<file path="src/rtl/rf_pkg.sv">
// Shared types and sizing for the register-file write arbiter.
package rf_pkg;
  localparam int RF_AW   = 3;
  localparam int RF_DW   = 8;
  localparam int RF_NREG = 8;

  typedef logic [RF_AW-1:0] rf_addr_t;
  typedef logic [RF_DW-1:0] rf_data_t;

  typedef enum logic {IDLE, INIT} arb_state_t;
endpackage

</file>
<file path="src/rtl/rr_arb2.sv">
// Two-way round-robin grant; combinational grant, registered last-winner.
module rr_arb2 (
  input  logic       Clk,
  input  logic       Reset,
  input  logic [1:0] req,
  input  logic       enable,
  output logic [1:0] gnt
);
  // High when port B (req[1]) won most recently; reset so A wins first conflict.
  logic last_b;

  always_comb begin
    gnt = 2'b00;
    if (enable) begin
      case (req)
        2'b01:   gnt = 2'b01;
        2'b10:   gnt = 2'b10;
        2'b11:   gnt = last_b ? 2'b01 : 2'b10;
        default: gnt = 2'b00;
      endcase
    end
  end

  always_ff @(posedge Clk) begin
    if (Reset)
      last_b <= 1'b1;
    else if (gnt != 2'b00)
      last_b <= gnt[1];
  end
endmodule

</file>
<file path="src/rtl/rf_write_arbiter.sv">
// Shares the regfile write port between ALU and load writeback, and can
// sweep zeros through every register on InitStart.
module rf_write_arbiter
  import rf_pkg::*;
#(
  parameter int DW   = RF_DW,
  parameter int AW   = RF_AW,
  parameter int NREG = RF_NREG
) (
  input  logic          Clk,
  input  logic          Reset,
  input  logic          ReqA,
  input  logic [AW-1:0] AddrA,
  input  logic [DW-1:0] DataA,
  output logic          GntA,
  input  logic          ReqB,
  input  logic [AW-1:0] AddrB,
  input  logic [DW-1:0] DataB,
  output logic          GntB,
  input  logic          InitStart,
  output logic          InitBusy,
  output logic          Wen,
  output logic [AW-1:0] Wd,
  output logic [DW-1:0] Wdat
);
  localparam logic [AW:0] LAST_IDX = (AW+1)'(NREG-1);

  arb_state_t  state, state_nxt;
  logic [AW:0] cnt;
  logic [1:0]  gnt;
  logic        arb_en;

  rr_arb2 u_arb (
    .Clk    (Clk),
    .Reset  (Reset),
    .req    ({ReqB, ReqA}),
    .enable (arb_en),
    .gnt    (gnt)
  );

  always_ff @(posedge Clk) begin
    if (Reset)
      state <= IDLE;
    else
      state <= state_nxt;
  end

  always_comb begin
    state_nxt = state;
    case (state)
      IDLE:    if (InitStart) state_nxt = INIT;
      INIT:    if (cnt == LAST_IDX) state_nxt = IDLE;
      default: state_nxt = IDLE;
    endcase
  end

  // InitStart outranks both requesters in the cycle it arrives.
  always_comb begin
    arb_en   = (state == IDLE) && !InitStart;
    InitBusy = (state == INIT);
    GntA     = gnt[0];
    GntB     = gnt[1];
  end

  always_ff @(posedge Clk) begin
    if (Reset)
      cnt <= '0;
    else if (state == INIT)
      cnt <= (cnt == LAST_IDX) ? '0 : cnt + 1'b1;
  end

  always_ff @(posedge Clk) begin
    if (Reset) begin
      Wen  <= 1'b0;
      Wd   <= '0;
      Wdat <= '0;
    end else if (state == INIT) begin
      Wen  <= 1'b1;
      Wd   <= cnt[AW-1:0];
      Wdat <= '0;
    end else if (gnt[0]) begin
      Wen  <= 1'b1;
      Wd   <= AddrA;
      Wdat <= DataA;
    end else if (gnt[1]) begin
      Wen  <= 1'b1;
      Wd   <= AddrB;
      Wdat <= DataB;
    end else begin
      Wen  <= 1'b0;
    end
  end
endmodule

</file>
<file path="config.mk">
export PLATFORM = sky130hd
export DESIGN_NAME = rf_write_arbiter
export DESIGN_NICKNAME = d
export VERILOG_FILES = /design/src/rtl/rf_pkg.sv /design/src/rtl/rr_arb2.sv /design/src/rtl/rf_write_arbiter.sv
export SDC_FILE = /design/constraint.sdc
export NUM_CORES = 1
export LEC_CHECK = 0
export ABC_AREA = 1
export CAP_MARGIN = 5
export CORE_UTILIZATION = 40
export CTS_CLUSTER_DIAMETER = 200
export DETAILED_ROUTE_END_ITERATION = 12
export PLACE_DENSITY = 0.79
export SYNTH_ARGS = -nofsm -noshare
export SYNTH_HDL_FRONTEND = slang
export SYNTH_HIERARCHICAL = 1
export SYNTH_SLANG_ARGS = --single-unit
</file>
<file path="constraint.sdc">
create_clock -name Clk -period 2.24 [get_ports Clk]
set_input_delay 0.448 -clock Clk [delete_from_list [all_inputs] [get_ports Clk]]
set_output_delay 0.448 -clock Clk [all_outputs]
set_load 0.01 [all_outputs]
</file>
# Word level (Yosys, flattened, before mapping)
# Index checks and enable logic that the tools add are counted.
totals:
  rom_bits: 0
  regBits: 18
  mem_bits_rw: 0
  word_cells: 32
  output_inout_bits: 15
  in_bits: 27
  latch_bits: 0
  mem_count: 0
op_classes:
  div: 0
  bitwise: 1
  shifts: 0
  reduce_logical: 5
  mul: 0
  addsub: 1
  eq_ne: 4
  order_cmp: 0
  mux: 15
op_table:
  columns: ["operator", "count"]
  rows:
  - ["2-to-1 mux 8 bit", 2]
  - ["2-to-1 mux 3 bit", 3]
  - ["case mux 2 bit (3 select lines)", 1]
  - ["2-to-1 mux 1 bit", 5]
  - ["adder 4 x 1 -> 4 bit (second input constant)", 1]
  - ["== test 2 bit (second input constant)", 2]
  - ["== test 4 x 3 -> 1 bit (second input constant)", 1]
  - ["2-to-1 mux 2 bit", 2]
  - ["2-to-1 mux 4 bit", 1]
  - ["nonzero test 3 bit", 1]
  - ["== test 2 x 1 -> 1 bit (second input constant)", 1]
  - ["case mux 1 bit (2 select lines)", 1]
  - ["nonzero test 2 bit", 1]
  - ["OR reduction 2 bit", 1]
  - ["logical AND 1 bit", 1]
  - ["logical NOT 1 bit", 1]
  - ["inverter 1 bit", 1]

# Logic depth before layout (Yosys ltp)
logic_depth:
  word_depth: 6
  ltp_mapped: 12
  mapped_depth_nobuf: 11

# Cells and area by module
# The synthesis kept the hierarchy.
modules_own_cells:
  columns: ["module", "instances", "seq_area_each_um2", "cells_per_inst", "area_per_inst_um2"]
  rows:
  - ["rf_write_arbiter", 1, 340.3, 130, 829.5]
  - ["rr_arb2", 1, 20.0, 12, 71.3]

# Worst setup path before layout
# OpenSTA, ideal clock, no wires.
synth_timing:
  kind: "flip-flop to flip-flop"
  startpoint: "register state, in the netlist InitBusy"
  endpoint: "register Wd[1]"
  period_less_slack_ns: 1.875
  setup_time_ns: 0.111
  required_time_ns: 2.129
  path_stages_with_launch: 11
  setup_slack_ns: 0.365
  arrival_time_ns: 1.763
  n_path_buf: 2
  path_cell_list: "dfxtp_1 -> buf_4 -> nor2_1 -> nand2_1 -> a21oi_1 -> buf_6 -> nand2_1 -> nand2_1 -> nor2_1 -> nor2_1 -> nor2_1"
synth_between:
  elab_chain_len: 5
  elab_cells_between_ends: 6
  classes_between: "mux: 3; bitwise: 1; reduce/logical: 2"
synth_lines:
  columns: ["element", "line", "text"]
  rows:
  - ["from (decl)", "rf_write_arbiter.sv:28", "arb_state_t state, state_nxt;"]
  - ["from (signal assigned)", "rf_write_arbiter.sv:45", "state <= state_nxt;"]
  - ["inverter 1 bit *", "rf_write_arbiter.sv:59", "arb_en = (state == IDLE) && !InitStart;"]
  - ["logical AND 1 bit *", "rf_write_arbiter.sv:59", null]
  - ["via arb_en", "rf_write_arbiter.sv:31", "logic arb_en;"]
  - ["2-to-1 mux 2 bit *", "rr_arb2.sv:14", "if (enable) begin"]
  - ["via GntA", "rf_write_arbiter.sv:15", "output logic GntA,"]
  - ["2-to-1 mux 3 bit", "rf_write_arbiter.sv:81", "end else if (gnt[0]) begin"]
  - ["2-to-1 mux 3 bit", "rf_write_arbiter.sv:77", "end else if (state == INIT) begin"]
  - ["to (signal assigned)", "rf_write_arbiter.sv:79", "Wd <= cnt[AW-1:0];"]
  - ["to (signal assigned)", "rf_write_arbiter.sv:83", "Wd <= AddrA;"]
  - ["to (signal assigned)", "rf_write_arbiter.sv:87", "Wd <= AddrB;"]
  - ["to (decl)", "rf_write_arbiter.sv:23", "output logic [AW-1:0] Wd,"]
# The timed path passes the listed nets; every way through them passes the cells marked *.
# A chain may end at the register's enable or synchronous reset.

# Worst setup path after layout
layout_timing:
  startpoint: "register state, in the netlist InitBusy"
  endpoint: "output port InitBusy"
layout_rtl:
  columns: ["element", "line", "text"]
  rows:
  - ["to (decl)", "rf_write_arbiter.sv:21", "output logic InitBusy,"]
# No word-level cell between the ends.

==> reports/results.ini <==
[outcome]
status=finished, final reports clean

[placement]
place_inst=210
place.gp.congestion=0.8650
portBuffers=41
dp_slack_ps=-20.46
post_dp_cell_area_um2=1338
place_hpwl_um=1655

[worst_setup_path]
path_cells=clkdlybuf4s50_1
crit_path_start_kind=flip-flop
critPathKind=flip-flop to primary output
worstPathRequired_ps=1790
cp_top_family=buffers and inverters
worst-path-max-fanout=12
cp-end-kind=primary output
worstPathArrival_ps=1490
r2r_start=InitBusy
critical_path_buf_inv_count=1
cp-startpoint=InitBusy
crit_slowest_cell=clkdlybuf4s50_1
cpPeakStageDelay_ps=620

[clock_tree]
cts_setup_buffers=0
clk_latency_ps=290
cts_tree=done
cts-hold-fix-buffers=0
clk_root_buffer_cell=clkbuf_4
cts_made_buffers=3
cts_max_level=1
numClockSinks=18
clkTransAtPathRegs_ps=100
cts.path.max_buffers=2

[logic_synthesis]
syn_nets=170
ys_seq_elements=18
synth_warnings=6
yosysSeqAreaShare=0.4000
synth_cell_types=16
syn_avg_cell_area_um2=6.344
syn_area_um2=900.9
synthCells=142

[floorplan]
core-area_um2=2042
die_w_um=49.46
rows=16
io_pins=42
die_y_um=49.46
die_area_um2=2446
initial_core_util=0.4412

[drt]
drc_errors=0
ant_nets=0
via_per_inst=4.601
drt-wirelength-per-cell_um=10.19
wirelength_um=2171
drt_first_pass_iters=4
vias=980
drt_iter0_drc=13

[power]
swShare=0.2655
share_seq_of_total_power=0.525
power.total_mw=0.6661
p_int_mw=0.4892
cellPowerDensity_nw_per_um2=487.0
pwr-share-clk=0.235
p_leak_nw=0.7227
power_frac_comb=0.240
power.switching_mw=0.1769
ir_worst_vdd_v=0.0005523

[global_routing]
grt_max_degree=16
grt_pass1_vias=907
grt_antenna_before_repair=0
overflow=0
grt.total_usage=0.1883
grt_pass1_wl_um=3629

[cells_and_area]
final_common_cell=nand2_1
stdcell_count=213
layout-drive-gt1-share=0.05914
layout_common_cells=56 x nand2_1, 39 x clkdlybuf4s50_1, 24 x inv_1, 18 x dfxtp_1, 15 x nor2_1
nets=216
antenna_cells=0
fillerInstances=192
area_delta_synth_final_pct=51.81
finalInstanceArea_um2=1368

[timing]
tightest_slew_ps=557.6
final_max_slew_viol_count=0
rsz0062_at_grt=no
worst_slack_ps=306.6
fmax_mhz=517.2
period_needed_ps=1933
min_period_over_period=0.8631
fin_skew_ps=5.194
slew_headroom=0.6269
hold_viol=0
setup_violations=0

[run]
drv_cap=0

[min_path]
hp-class=flip-flop to flip-flop
hold_start=u_arb/last_b

layout make-up:
| class | count | area [um^2] | share of cell area |
|---|---|---|---|
| Timing Repair Buffer | 44 | 437.9 | 0.3202 |
| Multi-Input combinational cell | 97 | 422.9 | 0.3092 |
| Sequential cell | 18 | 360.3 | 0.2635 |
| Inverter | 24 | 90.09 | 0.06587 |
| Tap cell | 27 | 33.78 | 0.02470 |
| Clock buffer | 3 | 22.52 | 0.01647 |
flip-flops by register name, summed over array words and instances (netlist names):
register / cells
Wdat: 8
cnt: 4
Wd: 3
InitBusy: 1
Wen: 1
u_arb/last_b: 1
power groups by stage:
stage | Sequential [mW] | Combinational [mW] | Clock, mW
5_1_grt | 0.352 | 0.178 | 0.171
3_3_place_gp | 0.356 | 0.156 | 0
2_1_floorplan | 0.359 | 0.0709 | 0
4_1_cts | 0.350 | 0.162 | 0.159
3_5_place_dp | 0.357 | 0.160 | 0
6_report | 0.350 | 0.160 | 0.156
routing by layer:
metal | share of wire | GRT usage | vias to the layer above
li1 | - | - | 512
met4 | 0.0060 | 0.04762 | 0
met1 | 0.43 | 0.2185 | 440
met2 | 0.51 | 0.3402 | 26
met5 | 0 | 0 | -
met3 | 0.045 | 0.04938 | 2
metrics by stage:
stage / utilization / setup TNS (ps) / hold WS (ps)
after floorplan: - / 0 / 469.3
after global placement: 0.6550 / 0 / 484.6
after detailed placement: 0.6550 / -27.29 / 498.3
after CTS: 0.6673 / 0 / 520.4
after global routing: 0.6697 / 0 / 542.9
final: 0.6697 / 0 / 519.1
worst register-to-register path: stages (launching register included):
cell and delay [ps]:
dfxtp_1 580, nor2_2 90, nand2_1 100, a21oi_1 50
buf_4 200, nor2_4 300, nor2_1 70, nand2_1 80
nand3_1 60, nand2_1 60, inv_1 40
logic make-up after synthesis:
kind of cell,after synthesis,share of synthesized area
flip-flops,18,0.4000
buffers and inverters,27,0.1333
AND/OR/NAND/NOR,90,0.4153
AO/OA/AOI/OAI,5,0.02777
adder cells (fa/ha/maj),1,0.01389
XOR/XNOR,1,0.009724
final timing paths:
| kind | endpoint | slack (ps) | depth (start not counted) |
|---|---|---|---|
| min reg2reg | u_arb/last_b | 520 | 2 |
| min | u_arb/last_b | 520 | 2 |
| max reg2reg | Wd[0] | 530 | 10 |
| max | InitBusy | 310 | 1 |
repair_timing:
| item | 4_1_cts | 5_1_grt |
|---|---|---|
| pin swaps | 0 | 1 |
| endpoints found under the setup margin | 2 | 2 |
| gates resized for setup | 1 | 2 |
cell usage after synthesis:
cell type | instances | area share
xor2_1 | 1 | 0.0097
a21oi_1 | 3 | 0.017
nor2_4 | 1 | 0.012
nor2_1 | 16 | 0.067
nand3_2 | 1 | 0.011
buf_6 | 2 | 0.025
nand2_1 | 56 | 0.23
dfxtp_1 | 18 | 0.40
buf_4 | 1 | 0.0083
nand3_1 | 12 | 0.067
nor3_1 | 2 | 0.011
o21ai_0 | 2 | 0.011
inv_1 | 24 | 0.10
nand2_2 | 1 | 0.0069
ha_1 | 1 | 0.014
nor2_2 | 1 | 0.0069
No activity file was read; power rests on OpenSTA's default activity.
